[config.mk]
export PLATFORM = sky130hd
export DESIGN_NAME = dump_sequencer_flat
export DESIGN_NICKNAME = d
export VERILOG_FILES = /design/src/rtl/dump_sequencer_if.sv /design/src/rtl/dump_sequencer.sv /design/src/flat_wrapper.sv
export SDC_FILE = /design/constraint.sdc
export NUM_CORES = 1
export LEC_CHECK = 0
export CAP_MARGIN = 15
export CORE_MARGIN = 2
export CORE_UTILIZATION = 49
export DETAILED_ROUTE_END_ITERATION = 10
export PLACE_DENSITY = 0.88
export SYNTH_ARGS = -nofsm -noshare
export SYNTH_HDL_FRONTEND = slang
export SYNTH_SLANG_ARGS = --single-unit
[constraint.sdc]
create_clock -name clk -period 5.25 [get_ports clk]
set_input_delay 1.05 -clock clk [delete_from_list [all_inputs] [get_ports clk]]
set_output_delay 1.05 -clock clk [all_outputs]
set_load 0.02 [all_outputs]
[src/rtl/dump_sequencer_if.sv]
`default_nettype none
// ============================================================================
//  Module      : dump_sequencer_if
//  Description : Bus bundle between the dump sequencer and its surroundings.
//                Carries the dump request/status, the register-bank and
//                data-memory read ports and the UART TX byte handshake.
//                master : the sequencer (drives o_*, samples i_*)
//                slave  : debug unit / memories / UART (drives i_*)
//  Revision    : 1.0 - initial release
// ============================================================================
interface dump_sequencer_if #(
  parameter int IM_ADDR_LENGTH = 32,
  parameter int DM_ADDR_LENGTH = 32,
  parameter int RBITS          = 5,
  parameter int WORD_WIDTH     = 32
);
  logic                      i_start;
  logic [IM_ADDR_LENGTH-1:0] i_pc;
  logic [RBITS-1:0]          o_rb_addr;
  logic [WORD_WIDTH-1:0]     i_rb_data;
  logic [DM_ADDR_LENGTH-1:0] o_dm_addr;
  logic [WORD_WIDTH-1:0]     i_dm_data;
  logic [7:0]                o_tx_data;
  logic                      o_tx_start;
  logic                      i_tx_done;
  logic                      o_owner;
  logic                      o_busy;
  logic                      o_done;

  modport master (
    input  i_start, i_pc, i_rb_data, i_dm_data, i_tx_done,
    output o_rb_addr, o_dm_addr, o_tx_data, o_tx_start, o_owner, o_busy, o_done
  );

  modport slave (
    output i_start, i_pc, i_rb_data, i_dm_data, i_tx_done,
    input  o_rb_addr, o_dm_addr, o_tx_data, o_tx_start, o_owner, o_busy, o_done
  );
endinterface
`default_nettype wire

[src/rtl/dump_sequencer.sv]
`default_nettype none
// ============================================================================
//  Module      : dump_sequencer
//  Description : After a halt, takes over register-bank read port 2 and the
//                data-memory address, then walks PC, BANK_SIZE registers and
//                DM_DUMP_WORDS data-memory words, sending every 32-bit word
//                MSB first to the UART one byte per start/done handshake.
//  Ports       : clk, rst (sync, active high)
//                bus.master : i_start, i_pc, o_rb_addr/i_rb_data,
//                             o_dm_addr/i_dm_data, o_tx_data/o_tx_start/
//                             i_tx_done, o_owner, o_busy, o_done
//  Revision    : 1.0 - initial release
// ============================================================================
module dump_sequencer #(
  parameter int                        IM_ADDR_LENGTH = 32,
  parameter int                        DM_ADDR_LENGTH = 32,
  parameter int                        RBITS          = 5,
  parameter int                        BANK_SIZE      = 32,
  parameter logic [DM_ADDR_LENGTH-1:0] DM_BASE        = '0,
  parameter int                        DM_DUMP_WORDS  = 32,
  parameter int                        WORD_WIDTH     = 32
) (
  input wire               clk,
  input wire               rst,
  dump_sequencer_if.master bus
);

  // Item 0 is the PC, then registers, then data-memory words.
  localparam int C_LAST_ITEM = BANK_SIZE + DM_DUMP_WORDS;
  localparam int C_ITEM_W    = $clog2(C_LAST_ITEM + 1);

  localparam logic [2:0] S_IDLE    = 3'd0;
  localparam logic [2:0] S_LOAD    = 3'd1;
  localparam logic [2:0] S_LATCH   = 3'd2;
  localparam logic [2:0] S_SEND    = 3'd3;
  localparam logic [2:0] S_WAIT_TX = 3'd4;
  localparam logic [2:0] S_NEXT    = 3'd5;
  localparam logic [2:0] S_DONE    = 3'd6;

  logic [2:0]            state_q, state_d;
  logic [C_ITEM_W-1:0]   item_q,  item_d;
  logic [1:0]            byte_q,  byte_d;
  logic [WORD_WIDTH-1:0] shift_q, shift_d;

  logic [31:0]           w_item;
  logic [31:0]           w_dm_k;
  logic                  w_in_rb;
  logic                  w_in_dm;
  logic                  w_owner;
  logic [WORD_WIDTH-1:0] w_word;

  // Section decode is purely a function of the item counter, so the
  // addresses stay put from LOAD until NEXT advances the item.
  assign w_item  = 32'(item_q);
  assign w_in_rb = (w_item >= 32'd1) && (w_item <= 32'(BANK_SIZE));
  assign w_in_dm = (w_item > 32'(BANK_SIZE));
  assign w_dm_k  = w_item - 32'(BANK_SIZE) - 32'd1;
  assign w_owner = (state_q != S_IDLE);

  always_comb begin
    w_word = bus.i_dm_data;
    if (item_q == '0) begin
      w_word = WORD_WIDTH'(bus.i_pc);
    end else if (w_in_rb) begin
      w_word = bus.i_rb_data;
    end
  end

  always_comb begin
    state_d = state_q;
    item_d  = item_q;
    byte_d  = byte_q;
    shift_d = shift_q;
    case (state_q)
      S_IDLE: begin
        if (bus.i_start) begin
          item_d  = '0;
          state_d = S_LOAD;
        end
      end
      S_LOAD:  state_d = S_LATCH;
      S_LATCH: begin
        shift_d = w_word;
        byte_d  = 2'd0;
        state_d = S_SEND;
      end
      S_SEND:  state_d = S_WAIT_TX;
      S_WAIT_TX: begin
        // Only here does a tx_done pulse mean anything.
        if (bus.i_tx_done) begin
          if (byte_q == 2'd3) begin
            state_d = S_NEXT;
          end else begin
            shift_d = {shift_q[WORD_WIDTH-9:0], 8'h00};
            byte_d  = byte_q + 2'd1;
            state_d = S_SEND;
          end
        end
      end
      S_NEXT: begin
        if (item_q == C_ITEM_W'(C_LAST_ITEM)) begin
          state_d = S_DONE;
        end else begin
          item_d  = item_q + C_ITEM_W'(1);
          state_d = S_LOAD;
        end
      end
      S_DONE:  state_d = S_IDLE;
      default: state_d = S_IDLE;
    endcase
  end

  always_ff @(posedge clk) begin
    if (rst) begin
      state_q <= S_IDLE;
      item_q  <= '0;
      byte_q  <= 2'd0;
      shift_q <= '0;
    end else begin
      state_q <= state_d;
      item_q  <= item_d;
      byte_q  <= byte_d;
      shift_q <= shift_d;
    end
  end

  assign bus.o_rb_addr  = (w_owner && w_in_rb) ? RBITS'(w_item - 32'd1) : '0;
  // 4*k computed at address width so it wraps like the memory bus does.
  assign bus.o_dm_addr  = (w_owner && w_in_dm)
                          ? DM_BASE + (DM_ADDR_LENGTH'(w_dm_k) << 2) : '0;
  assign bus.o_tx_data  = shift_q[WORD_WIDTH-1 -: 8];
  assign bus.o_tx_start = (state_q == S_SEND);
  assign bus.o_owner    = w_owner;
  assign bus.o_busy     = w_owner;
  assign bus.o_done     = (state_q == S_DONE);

endmodule
`default_nettype wire

[src/flat_wrapper.sv]
// flat-port wrapper written by rule: the top's interface ports become plain ports
module dump_sequencer_flat 
#(
  parameter int                        IM_ADDR_LENGTH = 32,
  parameter int                        DM_ADDR_LENGTH = 32,
  parameter int                        RBITS          = 5,
  parameter int                        BANK_SIZE      = 32,
  parameter logic [DM_ADDR_LENGTH-1:0] DM_BASE        = '0,
  parameter int                        DM_DUMP_WORDS  = 32,
  parameter int                        WORD_WIDTH     = 32
)
  (clk, rst, bus_i_start, bus_i_pc, bus_i_rb_data, bus_i_dm_data, bus_i_tx_done, bus_o_rb_addr, bus_o_dm_addr, bus_o_tx_data, bus_o_tx_start, bus_o_owner, bus_o_busy, bus_o_done);
  dump_sequencer_if #(.IM_ADDR_LENGTH(IM_ADDR_LENGTH), .DM_ADDR_LENGTH(DM_ADDR_LENGTH), .RBITS(RBITS), .WORD_WIDTH(WORD_WIDTH)) bus_i ();
  input wire clk;
  input wire rst;
  input wire logic [$bits(bus_i.i_start)-1:0] bus_i_start;
  input wire logic [$bits(bus_i.i_pc)-1:0] bus_i_pc;
  input wire logic [$bits(bus_i.i_rb_data)-1:0] bus_i_rb_data;
  input wire logic [$bits(bus_i.i_dm_data)-1:0] bus_i_dm_data;
  input wire logic [$bits(bus_i.i_tx_done)-1:0] bus_i_tx_done;
  output wire logic [$bits(bus_i.o_rb_addr)-1:0] bus_o_rb_addr;
  output wire logic [$bits(bus_i.o_dm_addr)-1:0] bus_o_dm_addr;
  output wire logic [$bits(bus_i.o_tx_data)-1:0] bus_o_tx_data;
  output wire logic [$bits(bus_i.o_tx_start)-1:0] bus_o_tx_start;
  output wire logic [$bits(bus_i.o_owner)-1:0] bus_o_owner;
  output wire logic [$bits(bus_i.o_busy)-1:0] bus_o_busy;
  output wire logic [$bits(bus_i.o_done)-1:0] bus_o_done;
  assign bus_i.i_start = bus_i_start;
  assign bus_i.i_pc = bus_i_pc;
  assign bus_i.i_rb_data = bus_i_rb_data;
  assign bus_i.i_dm_data = bus_i_dm_data;
  assign bus_i.i_tx_done = bus_i_tx_done;
  assign bus_o_rb_addr = bus_i.o_rb_addr;
  assign bus_o_dm_addr = bus_i.o_dm_addr;
  assign bus_o_tx_data = bus_i.o_tx_data;
  assign bus_o_tx_start = bus_i.o_tx_start;
  assign bus_o_owner = bus_i.o_owner;
  assign bus_o_busy = bus_i.o_busy;
  assign bus_o_done = bus_i.o_done;
  dump_sequencer #(.IM_ADDR_LENGTH(IM_ADDR_LENGTH), .DM_ADDR_LENGTH(DM_ADDR_LENGTH), .RBITS(RBITS), .BANK_SIZE(BANK_SIZE), .DM_BASE(DM_BASE), .DM_DUMP_WORDS(DM_DUMP_WORDS), .WORD_WIDTH(WORD_WIDTH)) u_core (.clk(clk), .rst(rst), .bus(bus_i));
endmodule
==> summary.md, run 1 <==
| Metric | Value |
|---|---|
| Initial core utilization | 0.506 |
| Number of global-route vias before repair | 3907 |
| First-pass iteration count of the detailed router | 5 |
| Final Hold Vio Count | 0 |
| Largest net degree at the start of global routing | 75 |
| Asr flop ratio synth | 0 |
| Die Wd | 93.6 um |
| H-tree depth | 2 |
| Worst Slack Setup Final | 0.822 ns |
| Top FF cell, synth | dfxtp_1 |
| Peak VDD IR | 0.000129 V |
| Run status | finished, final reports clean |
| Post-CTS resize count | 0 |
| Post-Syn Area | 3930 um^2 |
| Number of flops mapped to enable cells by yosys | 0 |
| Post-route clock skew | 0.0128 ns |
| Port bufs | 146 |
| Nets | 703 |
| Sum Neg Setup Slack | 0 ns |
| Tot GR Track Use | 0.265 |
| WL per Instance | 17.2 um |
| Pwr per Cell Area | 180 nW/um^2 |
| Max-cap violations | 0 |
| TritonCTS clock tree | built |
| Hpwl dp | 8430 um |
| Row count | 32 |
| Max_slew headroom | 0.202 |
| Sequential area share after synthesis | 0.224 |
| Remaining Overflow, GRT | 0 |
| Reg area | 881 um^2 |
| Clock insertion delay at the later pin of the skew report | 0.30 ns |
| Arrival time worst endpoint | 3.38 ns |
| Final period util | 0.844 |
| Startpoint Class | register |
| CTS buffer count | 5 |
| Post-synthesis register bit count | 44 |
| Worst endpoint required time | 4.20 ns |
| Clock sink total | 44 |
| Synth top area share | 0.224 |
| Worst-path clk slew | 0.08 ns |
| Worst-Margin Slew | 1.20 ns |
| Postcts setup bufs | 0 |
| 1st-iter DRT viols | 356 |
| Initial antenna violation count | 0 |
| Synth warn | 0 |
| Number of nets still failing antenna checks after routing | 0 |
| # hold bufs at CTS | 0 |
| Core Box Area | 7770 um^2 |
| Fmax achieved | 0.226 GHz |
| N_diodes | 0 |
| DR vias/cell | 6.21 |
| Post-synthesis average cell area | 7.94 um^2 |
| Area of the multi-input gates | 2690 um^2 |
| Remaining DRCs | 0 |
| Most common cell in the netlist | nor3_1 |
| Total power | 964 uW |
| Finished Layout Cells | 690 |
| RSZ-0062 raised after global routing | false |
| Layout cells sized above 1 | 0.0561 |
| First-pass GRT wire length | 19100 um |
| Place WS | 1.15 ns |
| Cell variety after synth | 53 |
| Static Leak | 1.75 nW |
| GPL Wtd Cong | 0.884 |
| Worst hold path class | reg -> reg |
| Min Clock Period, post-route | 4.43 ns |
| CP endpoint kind | output pin |
| Placement Cell Area | 5230 um^2 |
| Cells after Synth | 495 |
| Placed instance count | 682 |
| Slew Limit Fails | 0 |
| Final number of setup-violating endpoints | 0 |
| Commonest cells in the netlist | nor3_1, dfxtp_1, nand2_1, and2_1, clkbuf_1 |
| Top post-synthesis cells by area | dfxtp_1, a2111oi_0, nor3_1 |
| Maximum fanout along the worst path | 16 |
| Hold Path Stages | 2 |
| # fillers | 642 |
| IO Pins | 149 |
| Critical path class | reg -> out |
| Total wire length | 11900 um |
| Final Instance Area | 5350 um^2 |
| Cell taking the most area after synthesis | dfxtp_1 |
| Layout area overhead | 36.1% |
| Vias | 4282 |
| Clock Path Buffers | 2 |
| Die Ht | 93.6 um |
| Worst Reg-to-Reg Cells | 6 |
| Root buf cell | clkbuf_8 |
| Die ar. | 8750 um^2 |
-- final timing paths --
kind,start,to,slack (ns)
setup reg to reg,u_core.item_q[0],u_core.shift_q[19],1.83
setup / recovery,u_core.item_q[0],bus_o_dm_addr[25],0.82
hold / removal,u_core.byte_q[1],u_core.byte_q[1],0.47
hold reg to reg,u_core.byte_q[1],u_core.byte_q[1],0.47
-- power breakdown --
part	switching [mW]	leakage, nW	internal [mW]
clock network	0.123	0.0614	0.156
logic	0.158	1.33	0.148
registers	0.0238	0.357	0.355
-- through the flow --
step / utilization / hold WS (ns)
floorplan: - / 0.436
global placement: 0.673 / 0.444
detailed placement: 0.673 / 0.456
CTS: 0.689 / 0.469
global route: 0.689 / 0.483
finish: 0.689 / 0.471
-- sequential cells by signal, indices dropped and copies added, names as in the netlist --
register / flops
u_core.item_q: 7
u_core.byte_q: 2
u_core.state_q: 3
u_core.shift_q: 32
-- cell type report --
cell class / instances / area share
clock buffers: 6 / 0.0154
multi-input cells: 377 / 0.504
clock inverters: 2 / 0.00725
flip-flops and latches: 44 / 0.165
well taps: 102 / 0.0239
repair buffers: 150 / 0.279
inverters: 9 / 0.00632
-- cell families after synthesis --
logic type / synth area share
buf+inv: 0.0993
compound gates: 0.334
flops: 0.224
other cells: 0.000954
fa+ha+maj: 0.0528
simple gates: 0.275
mux: 0.00764
xor+xnor: 0.00669
-- layer usage --
| layer | wire, um | track usage | up-vias |
|---|---|---|---|
| met5 | 0 | 0 | - |
| met4 | 255 | 0.0930 | 0 |
| met3 | 950 | 0.0330 | 18 |
| met2 | 5570 | 0.435 | 204 |
| met1 | 5090 | 0.357 | 1993 |
| li1 | - | - | 2067 |
-- critical path: stages (launching register included) --
cell and delay (ns):
dfxtp_1 0.44, inv_1 0.13, ha_1 0.27, nor4b_4 0.42
nand2_1 0.18, o21ai_1 0.87, nor2_1 0.16, clkdlybuf4s50_1 0.60
-- layout by cell type, fill, tap and decap left out, types with 3 or more instances in the layout --
cell	instances
clkdlybuf4s50_1	146
nor3_1	49
dfxtp_1	44
nand2_1	42
and2_1	35
a2111oi_0	32
nand2b_1	27
o311ai_0	24
nor2_1	23
a221oi_1	23
o21bai_1	16
ha_1	15
a21oi_1	13
a221oi_2	10
inv_1	9
nand3_1	8
a2bb2oi_1	8
o21ai_0	7
clkbuf_8	6
buf_4	4
xnor2_1	3
nand3b_1	3
o21a_1	3
mux2i_1	3
(Power assumes the default switching activity.)
==> run 2, diff against run 1 <==
CORE_UTILIZATION = 41   (was 49)
PLACE_DENSITY = 0.78   (was 0.88)
clock period = 3.8 ns   (was 5.25 ns; I/O delays follow)
==> run 2 against run 1 <==
  * Core utilization is 10 points lower
  * Final area is 1.7% higher
  * Total power is 32% higher
  * Largest cell class unchanged
  * Clock power is 14% higher
  * Critical path type unchanged
  * Sequential power is 38% higher
  * Cell count is 5.1% higher
==> summary.md, run 2 (synthesis gave the netlist of run 1 again) <==
| Metric | Value |
|---|---|
| Most frequent cells in the layout | clkdlybuf4s50_1, nor3_1, dfxtp_1, nand2_1, and2_1 |
| Clock insertion delay at the later pin of the skew report | 0.30 ns (about the same) |
| Tot GR Track Use | 0.226 (-0.0387) |
| RSZ-0062 raised after global routing | false |
| Hold Path Stages | 2 (unchanged) |
| Post-route clock skew | 0.00783 ns (-0.00498 ns) |
| Layout cells sized above 1 | 0.0721 (+0.0160) |
| First-pass GRT wire length | 19100 um (+0.14%) |
| Worst-path clk slew | 0.09 ns (about the same) |
| Total wire length | 12300 um (+3.6%) |
| Worst Reg-to-Reg Cells | 7 (+1) |
| CTS buffer count | 5 (unchanged) |
| Biggest register | u_core.shift_q |
| Worst r2r src | u_core.item_q[0] |
| CP endpoint kind | output pin |
| Die ar. | 10400 um^2 (+19%) |
| Final number of setup-violating endpoints | 0 (unchanged) |
| Maximum fanout along the worst path | 16 (unchanged) |
| Number of flip-flops in the largest register | 32 (unchanged) |
| Hold path endpoint | u_core.byte_q[1] |
| Min Clock Period, post-route | 3.55 ns |
| Die Wd | 102 um (+8.9%) |
| IO Pins | 149 (unchanged) |
| Number of global-route vias before repair | 4033 (+3.2%) |
| Initial antenna violation count | 0 (unchanged) |
| # fillers | 868 (+35%) |
| H-tree depth | 2 (unchanged) |
| Hold_sp | u_core.byte_q[1] |
| Largest registers | u_core.shift_q (32), u_core.item_q (7), u_core.state_q (3) |
| Remaining DRCs | 0 (unchanged) |
| Row count | 35 (+9.4%) |
| Worst-Margin Slew | 1.09 ns (-0.110 ns) |
| Layout area overhead | 38.4% |
| Reg2Reg Capture Point | u_core.shift_q[26] |
| Finished Layout Cells | 725 (+5.1%) |
| Arrival time worst endpoint | 2.79 ns (-0.59 ns) |
| DR vias/cell | 5.88 (-5.2%) |
| TritonCTS clock tree | built |
| Number of nets still failing antenna checks after routing | 0 (unchanged) |
| Worst endpoint required time | 3.04 ns (-1.16 ns) |
| Core Box Area | 9280 um^2 (+20%) |
| GPL Wtd Cong | 0.884 (about the same) |
| Peak VDD IR | 0.000125 V (-2.9%) |
| R2r setup slk | 0.82 ns (-1.01 ns) |
| Placed instance count | 717 (+5.1%) |
| Final period util | 0.934 |
| Sum Neg Setup Slack | 0 ns (unchanged) |
| Place WS | 0.266 ns (-0.889 ns) |
| Vias | 4263 (-0.44%) |
| Run status | finished, final reports clean |
| Fmax achieved | 0.282 GHz |
| Hpwl dp | 8660 um (+2.7%) |
| Critical path class | reg -> out |
| Max-cap violations | 0 (unchanged) |
| Root buf cell | clkbuf_8 |
| Die Ht | 102 um (+8.9%) |
| Max_slew headroom | 0.275 (+0.0732) |
| Port bufs | 146 (unchanged) |
| Initial core utilization | 0.423 (-0.0826) |
| Clock sink total | 44 (unchanged) |
| First-pass iteration count of the detailed router | 5 (unchanged) |
| Worst Slack Setup Final | 0.251 ns (-0.571 ns) |
| Startpoint Class | register |
| Remaining Overflow, GRT | 0 (unchanged) |
| Largest net degree at the start of global routing | 74 (-1.3%) |
| Pwr per Cell Area | 235 nW/um^2 (+30%) |
| Final Hold Vio Count | 0 (unchanged) |
| N_diodes | 0 (unchanged) |
| Slew Limit Fails | 0 (unchanged) |
| Nets | 711 (+1.1%) |
| WL per Instance | 17.0 um (-1.4%) |
| Worst hold path class | reg -> reg |
| Clock Path Buffers | 2 (unchanged) |
| Static Leak | 1.78 nW (+1.8%) |
| 1st-iter DRT viols | 255 (-28%) |
| Commonest non-fill, non-tap cell in the layout | clkdlybuf4s50_1 |
[run 2: layout make-up]
type	instances	area, um^2	area share
multi-input cells	377	2700	0.497
repair buffers	158	1560	0.288
flip-flops and latches	44	882	0.162
well taps	129	161	0.0297
clock buffers	7	86.3	0.0159
inverters	9	33.8	0.00621
clock inverters	1	7.51	0.00138
[run 2: worst max-delay path, cell delays in order, from the launching register on]
cell and delay (ns):
dfxtp_1 0.46, inv_1 0.14, ha_1 0.25, nor4b_4 0.24, nand2_1 0.15, o21ai_2 0.55
nor2_1 0.12, clkdlybuf4s50_1 0.57
[run 2: worst max path at each step]
stage | start | endpoint | slack, ns
finish | u_core.item_q[0] | bus_o_dm_addr[2] | 0.25
global route | u_core.item_q[0] | bus_o_dm_addr[7] | 0.03
CTS | u_core.item_q[6] | bus_o_rb_addr[2] | 0.06
detailed placement | u_core.item_q[0] | bus_o_dm_addr[24] | 0.27
global placement | u_core.item_q[0] | bus_o_dm_addr[17] | 0.44
floorplan | u_core.item_q[5] | bus_o_rb_addr[2] | 0.55
[run 2: power breakdown]
group          switching [mW]  internal, mW
Clock                   0.169         0.148
Sequential             0.0324         0.491
Combinational           0.223         0.212
[run 2: routing by layer]
layer  GRT usage  vias up  wire length (um)
li1            -     2080                 -
met1       0.300     1974              5560
met2       0.376      192              5680
met3      0.0287       17               858
met4      0.0831        0               190
met5           0        -                 0
[run 2: repair_timing]
action | 4_1_cts | 5_1_grt
setup buffers | 0 | 0
hold buffers | 0 | 0
resized for setup | 1 | 2
setup endpoints to repair | 17 | 13
[run 2: through the flow]
stage / area, um^2 / hold WS [ns] / utilization / total power [mW]
final: 5440 / 0.466 / 0.586 / 1.28
after global routing: 5440 / 0.500 / 0.586 / 1.34
after CTS: 5430 / 0.469 / 0.585 / 1.28
after detailed placement: 5330 / 0.456 / 0.575 / 0.963
after global placement: 5330 / 0.444 / 0.575 / 0.956
after floorplan: 3930 / 0.436 / - / 0.770
